==> config.mk <==
export PLATFORM = sky130hd
export DESIGN_NAME = craps_round_ctrl
export DESIGN_NICKNAME = d
export VERILOG_FILES = /design/src/rtl/craps_pkg.sv /design/src/rtl/craps_sum_classify.sv /design/src/rtl/craps_round_ctrl.sv
export SDC_FILE = /design/constraint.sdc
export NUM_CORES = 1
export LEC_CHECK = 0
export CAP_MARGIN = 20
export CORE_ASPECT_RATIO = 1.75
export CORE_MARGIN = 2
export CORE_UTILIZATION = 40
export CTS_CLUSTER_DIAMETER = 80
export DETAILED_ROUTE_END_ITERATION = 8
export PLACE_DENSITY_LB_ADDON = 0.08
export SETUP_SLACK_MARGIN = 0.4
export SLEW_MARGIN = 40
export SYNTH_ARGS = -nofsm -noshare
export SYNTH_HDL_FRONTEND = slang
export SYNTH_HIERARCHICAL = 1
export SYNTH_SLANG_ARGS = --single-unit
==> constraint.sdc <==
create_clock -name clk_main -period 2.3 [get_ports clk_main]
set_input_delay 0.345 -clock clk_main [delete_from_list [all_inputs] [get_ports clk_main]]
set_output_delay 0.345 -clock clk_main [all_outputs]
set_load 0.005 [all_outputs]
==> src/rtl/craps_pkg.sv <==
// -----------------------------------------------------------------------------
// craps_pkg
// Shared definitions for the craps round controller:
//   - state_t      : 3-bit round state encoding (IDLE/COMEOUT/POINT/WIN/LOSE)
//   - SUM_*/CRAPS_*: dice-sum constants used by the classifier and the FSM
//   - state_busy() : true for the two states in which a roll is requested
// No ports (package).
// -----------------------------------------------------------------------------
package craps_pkg;

   typedef enum logic [2:0] {
      ST_IDLE    = 3'd0,
      ST_COMEOUT = 3'd1,
      ST_POINT   = 3'd2,
      ST_WIN     = 3'd3,
      ST_LOSE    = 3'd4
   } state_t;

   localparam int SUM_MIN    = 2;
   localparam int SUM_MAX    = 12;
   localparam int SUM_SEVEN  = 7;
   localparam int SUM_ELEVEN = 11;
   localparam int CRAPS_2    = 2;
   localparam int CRAPS_3    = 3;
   localparam int CRAPS_12   = 12;

   // A round is "in progress" (and rolls are requested) only while the
   // come-out roll or the point phase is pending.
   function automatic logic state_busy(input state_t s);
      return (s == ST_COMEOUT) || (s == ST_POINT);
   endfunction

endpackage

==> src/rtl/craps_sum_classify.sv <==
// -----------------------------------------------------------------------------
// craps_sum_classify
// Purely combinational classification of a raw two-dice sum.
// Ports:
//   roll_sum [SUM_W-1:0] in  : raw dice sum (full width is examined)
//   legal                out : sum in 2..12
//   natural              out : sum is 7 or 11
//   craps                out : sum is 2, 3 or 12
//   seven                out : sum is 7
// -----------------------------------------------------------------------------
module craps_sum_classify #(
   parameter int SUM_W = 4
) (
   input  logic [SUM_W-1:0] roll_sum,
   output logic             legal,
   output logic             natural,
   output logic             craps,
   output logic             seven
);
   import craps_pkg::*;

   // Constants widened to the full sum width so that large out-of-range
   // values (e.g. 18 on a 5-bit bus) can never alias onto a legal sum.
   localparam logic [SUM_W-1:0] K_MIN    = SUM_W'(SUM_MIN);
   localparam logic [SUM_W-1:0] K_MAX    = SUM_W'(SUM_MAX);
   localparam logic [SUM_W-1:0] K_SEVEN  = SUM_W'(SUM_SEVEN);
   localparam logic [SUM_W-1:0] K_ELEVEN = SUM_W'(SUM_ELEVEN);
   localparam logic [SUM_W-1:0] K_C2     = SUM_W'(CRAPS_2);
   localparam logic [SUM_W-1:0] K_C3     = SUM_W'(CRAPS_3);
   localparam logic [SUM_W-1:0] K_C12    = SUM_W'(CRAPS_12);

   always_comb begin
      legal   = (roll_sum >= K_MIN) && (roll_sum <= K_MAX);
      seven   = (roll_sum == K_SEVEN);
      natural = seven || (roll_sum == K_ELEVEN);
      craps   = (roll_sum == K_C2) || (roll_sum == K_C3) || (roll_sum == K_C12);
   end

endmodule

==> src/rtl/craps_round_ctrl.sv <==
// -----------------------------------------------------------------------------
// craps_round_ctrl
// Complete craps round controller: come-out roll, point phase, win/lose.
// Rolls are requested from the dice datapath with roll_req/roll_valid and the
// raw sum is classified internally. All outputs are registered; every effect
// of an accepted roll appears on the cycle after acceptance.
//
// Optional build macro: CRAPS_STATS_EN -- when defined, saturating win/loss
// tallies are built (cleared only by reset); otherwise wins/losses read 0.
//
// Ports:
//   clk_main              in  : system clock (rising edge)
//   reset                 in  : synchronous active-high reset
//   enter                 in  : start pulse, honoured only outside a round
//   roll_valid            in  : roll_sum valid this cycle
//   roll_sum  [SUM_W-1:0] in  : raw dice sum
//   roll_req              out : roll requested (COMEOUT or POINT)
//   sp                    out : 1-cycle point load strobe
//   point_val [SUM_W-1:0] out : latched point, 0 when none
//   win / lose            out : round result, held until next round
//   busy                  out : round in progress
//   sum_err               out : 1-cycle pulse for an illegal requested sum
//   roll_count[CNT_W-1:0] out : accepted rolls this round (saturating)
//   wins/losses[CNT_W-1:0]out : lifetime tallies (CRAPS_STATS_EN)
// -----------------------------------------------------------------------------
module craps_round_ctrl #(
   parameter int SUM_W           = 4,
   parameter int CNT_W           = 8,
   parameter int MAX_POINT_ROLLS = 0
) (
   input  logic             clk_main,
   input  logic             reset,
   input  logic             enter,
   input  logic             roll_valid,
   input  logic [SUM_W-1:0] roll_sum,
   output logic             roll_req,
   output logic             sp,
   output logic [SUM_W-1:0] point_val,
   output logic             win,
   output logic             lose,
   output logic             busy,
   output logic             sum_err,
   output logic [CNT_W-1:0] roll_count,
   output logic [CNT_W-1:0] wins,
   output logic [CNT_W-1:0] losses
);
   import craps_pkg::*;

   // Point-phase roll counter only needs to reach MAX_POINT_ROLLS-1: it holds
   // the number of point rolls already taken before the current one.
   localparam int PR_W = (MAX_POINT_ROLLS > 1) ? $clog2(MAX_POINT_ROLLS) : 1;

   state_t           state_q, state_d;
   logic [SUM_W-1:0] point_q, point_d;
   logic [CNT_W-1:0] cnt_q, cnt_d;
   logic [PR_W-1:0]  pr_cnt_q, pr_cnt_d;
   logic             req_q, req_d;
   logic             sp_q, sp_d;
   logic             err_q, err_d;
   logic             win_q, win_d;
   logic             lose_q, lose_d;

   logic             legal, natural, craps, seven;
   logic             accept;
   logic             limit_hit;

   craps_sum_classify #(.SUM_W(SUM_W)) u_classify (
      .roll_sum (roll_sum),
      .legal    (legal),
      .natural  (natural),
      .craps    (craps),
      .seven    (seven)
   );

   // req_q mirrors state_q being COMEOUT/POINT, so it gates acceptance.
   assign accept    = req_q & roll_valid & legal;
   // With an unlimited phase (0) the counter still runs but is never consulted.
   assign limit_hit = (MAX_POINT_ROLLS > 0) &&
                      (int'(pr_cnt_q) == MAX_POINT_ROLLS - 1);

   always_comb begin
      state_d  = state_q;
      point_d  = point_q;
      cnt_d    = cnt_q;
      pr_cnt_d = pr_cnt_q;
      sp_d     = 1'b0;
      err_d    = req_q & roll_valid & ~legal;

      case (state_q)
         ST_IDLE, ST_WIN, ST_LOSE: begin
            if (enter) begin
               state_d = ST_COMEOUT;
               point_d = '0;
               cnt_d   = '0;
            end
         end
         ST_COMEOUT: begin
            if (accept) begin
               if (natural) begin
                  state_d = ST_WIN;
               end else if (craps) begin
                  state_d = ST_LOSE;
               end else begin
                  state_d  = ST_POINT;
                  point_d  = roll_sum;
                  sp_d     = 1'b1;
                  pr_cnt_d = '0;
               end
            end
         end
         ST_POINT: begin
            if (accept) begin
               pr_cnt_d = pr_cnt_q + 1'b1;
               if (roll_sum == point_q) begin
                  state_d = ST_WIN;
               end else if (seven || limit_hit) begin
                  state_d = ST_LOSE;
               end
            end
         end
         default: state_d = ST_IDLE;
      endcase

      // Acceptance only happens in COMEOUT/POINT, never alongside the clear.
      if (accept && (cnt_q != '1)) begin
         cnt_d = cnt_q + 1'b1;
      end

      win_d  = (state_d == ST_WIN);
      lose_d = (state_d == ST_LOSE);
      req_d  = state_busy(state_d);
   end

   always_ff @(posedge clk_main) begin
      if (reset) begin
         state_q  <= ST_IDLE;
         point_q  <= '0;
         cnt_q    <= '0;
         pr_cnt_q <= '0;
         req_q    <= 1'b0;
         sp_q     <= 1'b0;
         err_q    <= 1'b0;
         win_q    <= 1'b0;
         lose_q   <= 1'b0;
      end else begin
         state_q  <= state_d;
         point_q  <= point_d;
         cnt_q    <= cnt_d;
         pr_cnt_q <= pr_cnt_d;
         req_q    <= req_d;
         sp_q     <= sp_d;
         err_q    <= err_d;
         win_q    <= win_d;
         lose_q   <= lose_d;
      end
   end

   assign roll_req   = req_q;
   assign busy       = req_q;   // busy and roll_req are the same condition
   assign sp         = sp_q;
   assign point_val  = point_q;
   assign win        = win_q;
   assign lose       = lose_q;
   assign sum_err    = err_q;
   assign roll_count = cnt_q;

`ifdef CRAPS_STATS_EN
   logic [CNT_W-1:0] wins_q, wins_d;
   logic [CNT_W-1:0] losses_q, losses_d;

   // Count only the transition into WIN/LOSE, not the cycles spent there.
   always_comb begin
      wins_d   = wins_q;
      losses_d = losses_q;
      if ((state_d == ST_WIN) && (state_q != ST_WIN) && (wins_q != '1)) begin
         wins_d = wins_q + 1'b1;
      end
      if ((state_d == ST_LOSE) && (state_q != ST_LOSE) && (losses_q != '1)) begin
         losses_d = losses_q + 1'b1;
      end
   end

   always_ff @(posedge clk_main) begin
      if (reset) begin
         wins_q   <= '0;
         losses_q <= '0;
      end else begin
         wins_q   <= wins_d;
         losses_q <= losses_d;
      end
   end

   assign wins   = wins_q;
   assign losses = losses_q;
`else
   assign wins   = '0;
   assign losses = '0;
`endif

endmodule

After elaboration in Yosys (flattened, before gate mapping) --
Index checks and enable logic that the tools add are counted.
Word-level totals: logic and storage cells 67, output and inout port bits 34, flip-flop bits (word level) 20
Cells by class: multiplexer cells 17, bitwise logic cells 6, $add $sub $neg 1, reduce and logical (&&, ||, !) cells 14, equality and inequality tests 19, order comparisons 2
Operators with widths (number):
- $mux W8 | 3
- $mux W3 | 7
- $mux W4 | 4
- $eq A3 B2 Y1 const B | 4
- $pmux W3 S3 | 1
- $add A8 B1 Y8 const B | 1
- $eq A4 B2 Y1 const B | 2
- $eq A4 B4 Y1 const B | 2
- $ne A2 B2 Y1 const B | 4
- $ne A8 B8 Y1 const B | 1
- $pmux W4 S2 | 1
- $eq A3 B1 Y1 const B | 2
- $eq A3 B3 Y1 const B | 2
- $reduce_bool A2 Y1 | 3
- $reduce_and A5 Y1 | 1
- $eq A4 B3 Y1 const B | 1
- $eq A4 B4 Y1 | 1
- $ge A4 B2 Y1 const B | 1
- $le A4 B4 Y1 const B | 1
- $logic_or A1 B1 Y1 | 4
- $reduce_or A4 Y1 | 1
- $and A1 B1 Y1 | 3
- $logic_not A3 Y1 | 1
- $not A1 Y1 | 3
- 4 further kinds | 5

Logic depth before layout (Yosys ltp) --
depth after elaboration 9, mapped depth 7, depth with buffers taken out 6

Hierarchy --
Netlist, hierarchy kept.
By module, submodules not included:
- craps_round_ctrl | seq. area each 400.4 um^2, times used 1, cells an instance 140, area an instance 1213.7 um^2
- craps_sum_classify | seq. area each 0.0 um^2, times used 1, cells an instance 9, area an instance 61.3 um^2

Least setup slack after synthesis --
No wires, ideal clock.
kind input port to flip-flop, from input port roll_sum[3], to register req_q (netlist: busy), data required time 2214 ps, slack 544 ps, arrival time 1670 ps, stages on the path 6, path through o31a_2 > and3_1 > clkbuf_2 > a221oi_2 > o211ai_1 > a211oi_1
On the way: word-level cells in the longest chain between the ends 9
Ends and longest elaborated chain:
- from (decl) | RTL line craps_round_ctrl.sv:35 | input logic [SUM_W-1:0] roll_sum,
- $eq A4 B2 Y1 | RTL line craps_sum_classify.sv:36 | craps = (roll_sum == K_C2) || (roll_sum == K_C3) || (roll_sum == K_C12);
- $logic_or A1 B1 Y1 (2 in series) | RTL line craps_sum_classify.sv:36
- $mux W3 | RTL line craps_round_ctrl.sv:101 | end else if (craps) begin
- $mux W3 | RTL line craps_round_ctrl.sv:99 | if (natural) begin
- $mux W3 | RTL line craps_round_ctrl.sv:98 | if (accept) begin
- $pmux W3 S3 (*) | RTL line craps_round_ctrl.sv:89 | case (state_q)
- $eq A3 B1 Y1 / $eq A3 B2 Y1 (equally long branches) | RTL line craps_pkg.sv:30 | return (s == ST_COMEOUT) || (s == ST_POINT);
- $logic_or A1 B1 Y1 (*) | RTL line craps_pkg.sv:30
- to (signal assigned) | RTL line craps_round_ctrl.sv:150 | req_q <= req_d;
- to (decl) | RTL line craps_round_ctrl.sv:57 | logic req_q, req_d;
Mark *: on every way between the ends. The rest lies on a longest branch, timed or not. A chain may end at the register's enable or synchronous reset.

Final worst setup path --
from input port roll_sum[1], to register cnt_q[5] (netlist: roll_count[5])
On the way: word-level cells in the longest chain between the ends 6
Ends and longest elaborated chain:
- $ge A4 B2 Y1 / $le A4 B4 Y1 (equally long branches) | RTL line craps_sum_classify.sv:33 | legal = (roll_sum >= K_MIN) && (roll_sum <= K_MAX);
- $logic_and A1 B1 Y1 (*) | RTL line craps_sum_classify.sv:33
- via legal | RTL line craps_round_ctrl.sv:63 | logic legal, natural, craps, seven;
- $and A1 B1 Y1 (*) | RTL line craps_round_ctrl.sv:76 | assign accept = req_q & roll_valid & legal;
- $logic_and A1 B1 Y1 (*) | RTL line craps_round_ctrl.sv:125 | if (accept && (cnt_q != '1)) begin
- $reduce_bool A2 Y1 (no line)
- $reduce_and A2 Y1 (no line)
- to (signal assigned) | RTL line craps_round_ctrl.sv:148 | cnt_q <= cnt_d;
- to (decl) | RTL line craps_round_ctrl.sv:55 | logic [CNT_W-1:0] cnt_q, cnt_d;
Mark *: on every way through the listed nets, which the timed path passes. The rest lies on a longest branch.

==> flow_summary.json <==
{
  "ant_nets": 0,
  "nFillCells": 327,
  "syn_area_mm2": 0.001275,
  "yosysUniqueCellTypes": 49,
  "worstMarginPinSlew_ps": 683.0,
  "cp.required_ps": 2490,
  "p_sw_share_pct": 26.61,
  "synth.area.top_cells": "dfxtp_1 31%, buf_4 10%, xnor2_1 4.1%",
  "holdWs_ps": 498.9,
  "relSlewSlack_pct": 54.46,
  "endpoint_kind": "register",
  "routabilityCongestion": 0.8085,
  "synth_mux_area_share_pct": 3.140,
  "timing.final.crit_share_pct": 78.93,
  "vias": 1183,
  "synth_area_leader_cell": "dfxtp_1",
  "clockBufferDepth": 2,
  "grt_first_pass_wirelength_um": 5050,
  "ir_drop_v": 0.0003170,
  "hpwlAfterDp_um": 2419,
  "power.internal_mw": 0.5445,
  "worstPathArrival_ps": 2000,
  "min_path_type": "register to register",
  "clkTransAtPathRegs_ps": 70,
  "drtIter0Drc": 18,
  "fp.dieW_um": 46.68,
  "skew_ps": 3.238,
  "fmax_mhz": 550.8,
  "die_h_um": 78.69,
  "rows": 27,
  "final_cell_area_mm2": 0.001665,
  "synth_cells": 149,
  "die-area_mm2": 0.003673,
  "io_pins": 42,
  "max-cap-violations": 0,
  "p_leak_nw": 0.6060,
  "seq_power_share_pct": 49.5,
  "async_reset_ff_share_pct": 0,
  "synth-simple-area-share_pct": 27.48,
  "viasPerCell": 5.211,
  "final_cell_mix": "21 x clkdlybuf4s50_1, 20 x dfxtp_1, 16 x conb_1",
  "startpoint_type": "input pin",
  "insertion_delay_ps": 250,
  "floorplan.initialDensity_pct": 41.02,
  "wl_per_cell_um": 14.09,
  "syn_avg_cell_area_um2": 8.557,
  "path_class": "input pin to register",
  "holdBufCountCts": 0,
  "wirelength_um": 3198,
  "outcome": "finished clean",
  "ys_ff_latch": 20,
  "synth_top_family_by_area": "simple AND/OR/NAND/NOR gates",
  "drive_gt1_share_pct": 16.30,
  "nets": 195,
  "clkPwrFrac_pct": 30.2,
  "rsz0062_at_grt": "yes",
  "cts_tree": "built",
  "powerDensity_mw_per_mm2": 445.5,
  "grt_max_degree": 14,
  "numCtsBuffers": 3,
  "core-area_mm2": 0.003108,
  "p_sw_mw": 0.1974,
  "synth_edf_count": 0,
  "antenna_found_initial": 0,
  "synth_warnings": 6,
  "final_common_cell": "clkdlybuf4s50_1",
  "h-tree-depth": 1,
  "seq_area_frac_synth_pct": 31.40,
  "crit_fanout": 6,
  "first_pass_iters": 4,
  "area_growth_pct": 30.62,
  "synthFlopType": "dfxtp_1",
  "synth_xor_area_share_pct": 4.122,
  "gr-total-overflow": 0,
  "finalSetupViolations": 0,
  "hold_violations": 0,
  "synth-compound-area-share_pct": 19.33,
  "comb_power_share_pct": 20.2,
  "finalCriticalPeriod_ps": 1815,
  "maxSlewViolCount": 0,
  "synth_top_area_share_pct": 31.40,
  "drcViolationCount": 0,
  "fin_util_pct": 53.58,
  "dpl_cell_area_mm2": 0.001583,
  "power_mw": 0.7420,
  "grt_pass1_vias": 1122,
  "antennaDiodeCount": 0,
  "io_buffers": 25,
  "cts.sinks": 20,
  "grt_usage_pct": 18.23,
  "cts-root-buf": "clkbuf_8",
  "synth-adder-area-share_pct": 0.9814
}
## cells in the mapped netlist (3+ instances only)
| library cell | instances |
|---|---|
| dfxtp_1 | 20 |
| buf_4 | 17 |
| nand2_1 | 13 |
| a21oi_1 | 10 |
| nand2b_1 | 8 |
| nand3_1 | 6 |
| xnor2_1 | 6 |
| mux2i_1 | 4 |
| nor3_1 | 4 |
| a31oi_1 | 3 |
| and3_1 | 3 |
| inv_1 | 3 |
| nand4b_1 | 3 |
| nor2_1 | 3 |
| o211ai_1 | 3 |
| o21ai_0 | 3 |
## flip-flops by register name, summed over array words and instances, names as in the netlist
signal      cells
win             1
sp              1
point_val       4
state_q         3
sum_err         1
busy            1
roll_count      8
lose            1
## kinds of logic after synthesis
| group | after synthesis |
|---|---|
| adder cells (fa/ha/maj) | 1 |
| multiplexers | 4 |
| XOR/XNOR | 6 |
| other | 1 |
| AO/OA/AOI/OAI | 34 |
| buffers and inverters | 25 |
| AND/OR/NAND/NOR | 58 |
| flip-flops | 20 |
## repair_timing
item	4_1_cts	5_1_grt
buffers inserted	0	0
pin swaps	2	0
setup endpoints to repair	15	2
resized for setup	11	2
hold endpoints to repair	0	0
## power by group through the flow
stage | clock (mW) | sequential (mW) | combinational [mW]
finish | 0.224 | 0.368 | 0.150
global route | 0.251 | 0.370 | 0.164
CTS | 0.235 | 0.367 | 0.149
detailed placement | 0 | 0.374 | 0.143
global placement | 0 | 0.374 | 0.142
floorplan | 0 | 0.372 | 0.0993
## layer usage
metal,up-vias,wire (µm),track usage (%)
met4,0,51,7.500
met1,563,1212,20.23
li1,585,-,-
met5,-,0,0
met3,6,143,3.678
met2,29,1791,31.81
## per-stage QoR
stage / setup slack (ps) / std cells / TNS (ps)
3_3_place_gp: -1.206 / 224 / -1.206
3_5_place_dp: -102.4 / 224 / -253.3
6_report: 484.6 / 227 / 0
5_1_grt: 358.0 / 227 / 0
4_1_cts: 495.7 / 227 / 0
2_1_floorplan: 544.2 / 164 / 0
## final cells by class
class                   instances  area [µm²]  area share, %
multi-input cells             119       808.3          48.53
flip-flops and latches         20       400.4          24.04
repair buffers                 39       350.3          21.04
well taps                      43       53.80          3.231
clock buffers                   3       41.29          2.479
inverters                       3       11.26         0.6762
## final timing paths
kind         slack, ps                 startpoint  cells after the start                          to
max                480                roll_sum[1]                      7  roll_count[5]$_SDFFE_PP0P_
min                500  point_val[2]$_SDFFE_PP0P_                      2   point_val[2]$_SDFFE_PP0P_
max reg2reg        590      state_q[2]$_SDFF_PP0_                      4             busy$_SDFF_PP0_
min reg2reg        500  point_val[2]$_SDFFE_PP0P_                      2   point_val[2]$_SDFFE_PP0P_
## worst max-delay path, stage by stage
cell,delay (ps)
dlygate4sd2_1,300
o211ai_1,210
o31a_2,200
nand3_2,160
a21o_1,210
or4_1,490
o211ai_2,90
Note: power is estimated with default switching activity, not from simulation.
